### config.mk
export PLATFORM = sky130hd
export DESIGN_NAME = ring_counter_param
export DESIGN_NICKNAME = d
export VERILOG_FILES = /design/src/rtl/ring_counter_param.sv
export SDC_FILE = /design/constraint.sdc
export NUM_CORES = 1
export LEC_CHECK = 0
export ABC_AREA = 1
export ABC_CLOCK_PERIOD_IN_PS = 2200
export CAP_MARGIN = 0
export CORE_UTILIZATION = 48
export CTS_CLUSTER_DIAMETER = 40
export DETAILED_ROUTE_END_ITERATION = 6
export PLACE_DENSITY = 0.77
export SLEW_MARGIN = 20
export SYNTH_ARGS = -nofsm -noshare
export SYNTH_HDL_FRONTEND = slang
export SYNTH_SLANG_ARGS = --single-unit
### constraint.sdc
create_clock -name clk -period 2.2 [get_ports clk]
set_input_delay 0.33 -clock clk [delete_from_list [all_inputs] [get_ports clk]]
set_output_delay 0.33 -clock clk [all_outputs]
set_load 0.02 [all_outputs]
### src/rtl/ring_counter_param.sv
// Parametrised one-hot ring / Johnson sequencer with load, self-correction, position and wrap outputs.
// All outputs registered, one-cycle latency from inputs; no backpressure, en simply gates stepping.
module ring_counter_param #(
    parameter int WIDTH = 4,
    parameter int MODE  = 0,
    parameter int POS_W = $clog2(2*WIDTH)
) (
    input  logic             clk,
    input  logic             rst,
    input  logic             en,
    input  logic             dir,
    input  logic             load,
    input  logic [WIDTH-1:0] load_val,
    output logic [WIDTH-1:0] q,
    output logic [POS_W-1:0] pos,
    output logic             wrap,
    output logic             err
);
    localparam int               N       = (MODE == 1) ? 2*WIDTH : WIDTH;
    localparam logic [POS_W-1:0] LAST    = POS_W'(N-1);
    localparam logic [WIDTH-1:0] RST_PAT = (MODE == 1) ? '0 : {1'b1, {(WIDTH-1){1'b0}}};

    // Johnson-legal means a contiguous run of ones touching either end (or all zeros).
    function automatic logic f_legal(input logic [WIDTH-1:0] v);
        logic             ok;
        logic [WIDTH-1:0] lo_run;
        logic [WIDTH-1:0] hi_run;
        ok = 1'b0;
        if (MODE == 0) begin
            ok = ($countones(v) == 1);
        end else begin
            for (int k = 0; k <= WIDTH; k++) begin
                lo_run = ~({WIDTH{1'b1}} << k);
                hi_run = ~({WIDTH{1'b1}} >> k);
                if (v == lo_run || v == hi_run) ok = 1'b1;
            end
        end
        return ok;
    endfunction

    function automatic logic [POS_W-1:0] f_pos(input logic [WIDTH-1:0] v);
        int set_idx;
        int ones;
        logic [POS_W-1:0] p;
        set_idx = 0;
        ones    = $countones(v);
        p       = '0;
        if (MODE == 0) begin
            for (int k = 0; k < WIDTH; k++) begin
                if (v[k]) set_idx = k;
            end
            p = POS_W'(WIDTH - 1 - set_idx);
        end else if (v == '0) begin
            p = '0;
        end else if (v[WIDTH-1]) begin
            p = POS_W'(ones);
        end else begin
            p = POS_W'(2*WIDTH - ones);
        end
        return p;
    endfunction

    logic [WIDTH-1:0] r_q;
    logic [POS_W-1:0] r_pos;
    logic             r_wrap;
    logic             r_err;

    logic [WIDTH-1:0] w_q_fwd;
    logic [WIDTH-1:0] w_q_rev;
    logic             w_cur_legal;
    logic             w_load_legal;
    logic [POS_W-1:0] w_load_pos;

    assign w_q_fwd      = {(MODE == 1) ? ~r_q[0] : r_q[0], r_q[WIDTH-1:1]};
    assign w_q_rev      = {r_q[WIDTH-2:0], (MODE == 1) ? ~r_q[WIDTH-1] : r_q[WIDTH-1]};
    assign w_cur_legal  = f_legal(r_q);
    assign w_load_legal = f_legal(load_val);
    assign w_load_pos   = f_pos(load_val);

    always_ff @(posedge clk) begin
        if (!rst) begin
            r_q    <= RST_PAT;
            r_pos  <= '0;
            r_wrap <= 1'b0;
            r_err  <= 1'b0;
        end else if (load) begin
            r_wrap <= 1'b0;
            if (w_load_legal) begin
                r_q   <= load_val;
                r_pos <= w_load_pos;
                r_err <= 1'b0;
            end else begin
                r_q   <= RST_PAT;
                r_pos <= '0;
                r_err <= 1'b1;
            end
        end else if (!w_cur_legal) begin
            r_q    <= RST_PAT;
            r_pos  <= '0;
            r_wrap <= 1'b0;
            r_err  <= 1'b1;
        end else if (en) begin
            r_err <= 1'b0;
            if (dir) begin
                r_q    <= w_q_rev;
                r_pos  <= (r_pos == '0) ? LAST : r_pos - 1'b1;
                r_wrap <= (r_pos == '0);
            end else begin
                r_q    <= w_q_fwd;
                r_pos  <= (r_pos == LAST) ? '0 : r_pos + 1'b1;
                r_wrap <= (r_pos == LAST);
            end
        end else begin
            r_wrap <= 1'b0;
            r_err  <= 1'b0;
        end
    end

    assign q    = r_q;
    assign pos  = r_pos;
    assign wrap = r_wrap;
    assign err  = r_err;
endmodule

==> impl_results.md <==
* # rows at 14
* Clk sinks at 9
* Avg WL per Cell at 11.4 um
* Avg Cell Area, Syn at 6.64 um2
* Worst min-delay path class: flip-flop to flip-flop
* Clk slew on worst S/H paths at 70 ps
* Layout cells sized above 1 at 0.278
* DR vias at 802
* Outcome: completed
* Area grow syn2layout at 39.6%
* Setup crit start kind: primary input
* Die height at 42.2 um
* RD Place Congestion at 0.774
* Largest net degree at the start of global routing at 11
* Commonest non-fill, non-tap cells in the layout: 21 x nand2_1, 20 x nor2_1, 16 x inv_1, 15 x clkdlybuf4s50_1, 8 x nand3_1
* Clock skew at 2.76 ps
* Syn nets at 135
* Worst slew margin at 0.742
* Drt pass-1 iters at 4
* Antenna violations before repair at 0
* Most common cell after layout, fill and taps aside: nand2_1
* Crit share post-route at 0.959
* Die extent in x at 42.2 um
* Crit path buffers/inverters at 4
* Power per Cell Area at 1380 nW/um2
* H-tree levels at 1
* Max Buffers Root-to-Sink at 2
* CP max stage delay at 470 ps
* Drt drc at 0
* CP max FO at 3
* GRT Util Overall at 0.206
* Critical path's top delay family: adder cells
* Die area at 1780 um2
* Dpl cell area at 1010 um2
* Antenna-violating nets left at 0
* Critical path type: primary input to flip-flop
* R2R Path End: pos[0]
* Initial DRC count at 28
* Root Driver: clkbuf_4
* Cts bufs inserted at 3
* First-pass GRT wire length at 2.76 mm
* Core Util, Final at 0.720
* Hold path endpoint: pos[2]
* Reg2reg path depth at 12
* Post-Syn Area at 777 um2
* Grt ovf at 0
* Hpwl dp at 1.37 mm
* Max Slew Vio Count at 0
* Ports at 18
* Critical path endpoint category: flip-flop
* Final Hold Viols at 0
* Cell count of the worst hold path at 2
* PortBufs at 17
* Core ar. at 1510 um2
* Peak VDD IR at 1.07 mV
* Critical path data required time at 2400 ps
* Antenna Cells at 0
* Max-Cap Viols at 0
* Fmax at 474 MHz
* Hold Startpoint: pos[2]
* # hold bufs at CTS at 0
* Via-per-instance ratio at 5.01
* TritonCTS clock tree: yes
* Design Area, Final at 1080 um2
* Worst-margin pin slew at 386 ps
* Post-synthesis instance total at 117
* RSZ-0062 raised after global routing: true
* Sequential fraction of the synthesis area at 0.232
* Total wire length at 1.83 mm
* Number of synthesized register bits at 9
* Slowest cell on crit path: fa_1
* Nets at 163
* Arr. time, crit path at 2310 ps
* Synth cell types at 20
* Worst reg2reg setup slack at 100 ps
* Crit-path cells: clkdlybuf4s50_1, inv_1, fa_1, inv_1, ha_1, ha_4, nor2_4, buf_4, nand3_1, nand2_1, nor2_1, nor2_1
* Synthesis warning total at 0
* Setup Buffers After CTS at 0
* Vias in the first global route at 668
* RR Startpoint: q[3]
* # setup viols final at 0
* Starting Density at 0.516
* Latest clock arrival within the worst-skew pair at 270 ps
* Final critical-path required period at 2110 ps
* Leak Pwr at 0.518 nW
cell families after synthesis:
| logic type | after synthesis | synth area share |
|---|---|---|
| AND/OR/NAND/NOR | 61 | 0.372 |
| adder cells (fa/ha/maj) | 9 | 0.164 |
| flip-flops | 9 | 0.232 |
| buffers and inverters | 24 | 0.121 |
| AO/OA/AOI/OAI | 14 | 0.111 |
layout make-up:
| class | instances | area [um2] |
|---|---|---|
| Clock buffer | 4 | 26.3 |
| Fill cell | 121 | 422 |
| Inverter | 23 | 86.3 |
| Multi-Input combinational cell | 85 | 552 |
| Sequential cell | 9 | 184 |
| Tap cell | 16 | 20.0 |
| Timing Repair Buffer | 23 | 216 |
through the flow:
stage	TNS [ps]	std cells	setup WS [ps]	total power [mW]	hold slack [ps]
finish	0	160	89.4	1.50	492
global route	-66.6	160	-38.8	1.63	518
CTS	-2.85	159	-2.85	1.36	494
detailed placement	-1970	155	-343	1.23	484
global placement	-1670	155	-298	1.21	481
floorplan	0	117	24.3	0.939	414
state kept, by name (all words and copies together), names as in the netlist:
name	flops
err	1
q	4
wrap	1
pos	3
cell usage after synthesis:
| cell type | count | share of area |
|---|---|---|
| o21ai_1 | 2 | 0.013 |
| inv_2 | 3 | 0.014 |
| buf_4 | 1 | 0.0097 |
| a21oi_2 | 2 | 0.023 |
| a21oi_1 | 1 | 0.0064 |
| nand2_1 | 21 | 0.10 |
| nor2_2 | 2 | 0.016 |
| fa_1 | 2 | 0.052 |
| nand3_2 | 2 | 0.026 |
| dfxtp_1 | 9 | 0.23 |
| nand2_4 | 1 | 0.014 |
| nand2_2 | 4 | 0.032 |
| o21ai_2 | 1 | 0.011 |
| nor2_1 | 21 | 0.10 |
| nand3_1 | 8 | 0.052 |
| inv_1 | 20 | 0.097 |
| o21ai_0 | 6 | 0.039 |
| nor2_4 | 2 | 0.029 |
| a211oi_1 | 2 | 0.019 |
| ha_1 | 7 | 0.11 |
worst min-delay path: stages (launching register included):
cell     delay (ps)
dfxtp_1         330
nand2_2          70
a21oi_2          40
where the power goes:
part	leakage, nW	switching, mW	internal (mW)
Sequential	0.0743	0.0528	0.226
Combinational	0.428	0.623	0.460
Clock	0.0150	0.0669	0.0703
Total	0.518	0.742	0.756
routing by layer:
layer,up-vias,share of wire,GRT usage
met5,-,0,0
met4,0,0.024,0.125
met1,357,0.47,0.270
li1,415,-,-
met3,6,0.044,0.0302
met2,24,0.46,0.317
worst max path at each step:
stage / startpoint / end / slack (ps) / cells after the start
6_report: load_val[3] / q[1] / 90 / 12
5_1_grt: q[3] / pos[0] / -40 / 12
4_1_cts: q[0] / pos[1] / -3 / 11
3_5_place_dp: load_val[0] / q[1] / -340 / 12
3_3_place_gp: load_val[0] / q[1] / -300 / 12
2_1_floorplan: q[1] / q[0] / 20 / 11
timing repair:
item	CTS	global route
gates resized for setup	3	15
setup endpoints to repair	5	7
hold endpoints to repair	0	0
gates cloned	0	1
pin swaps	4	7
Power figures use the tool's default switching activity.
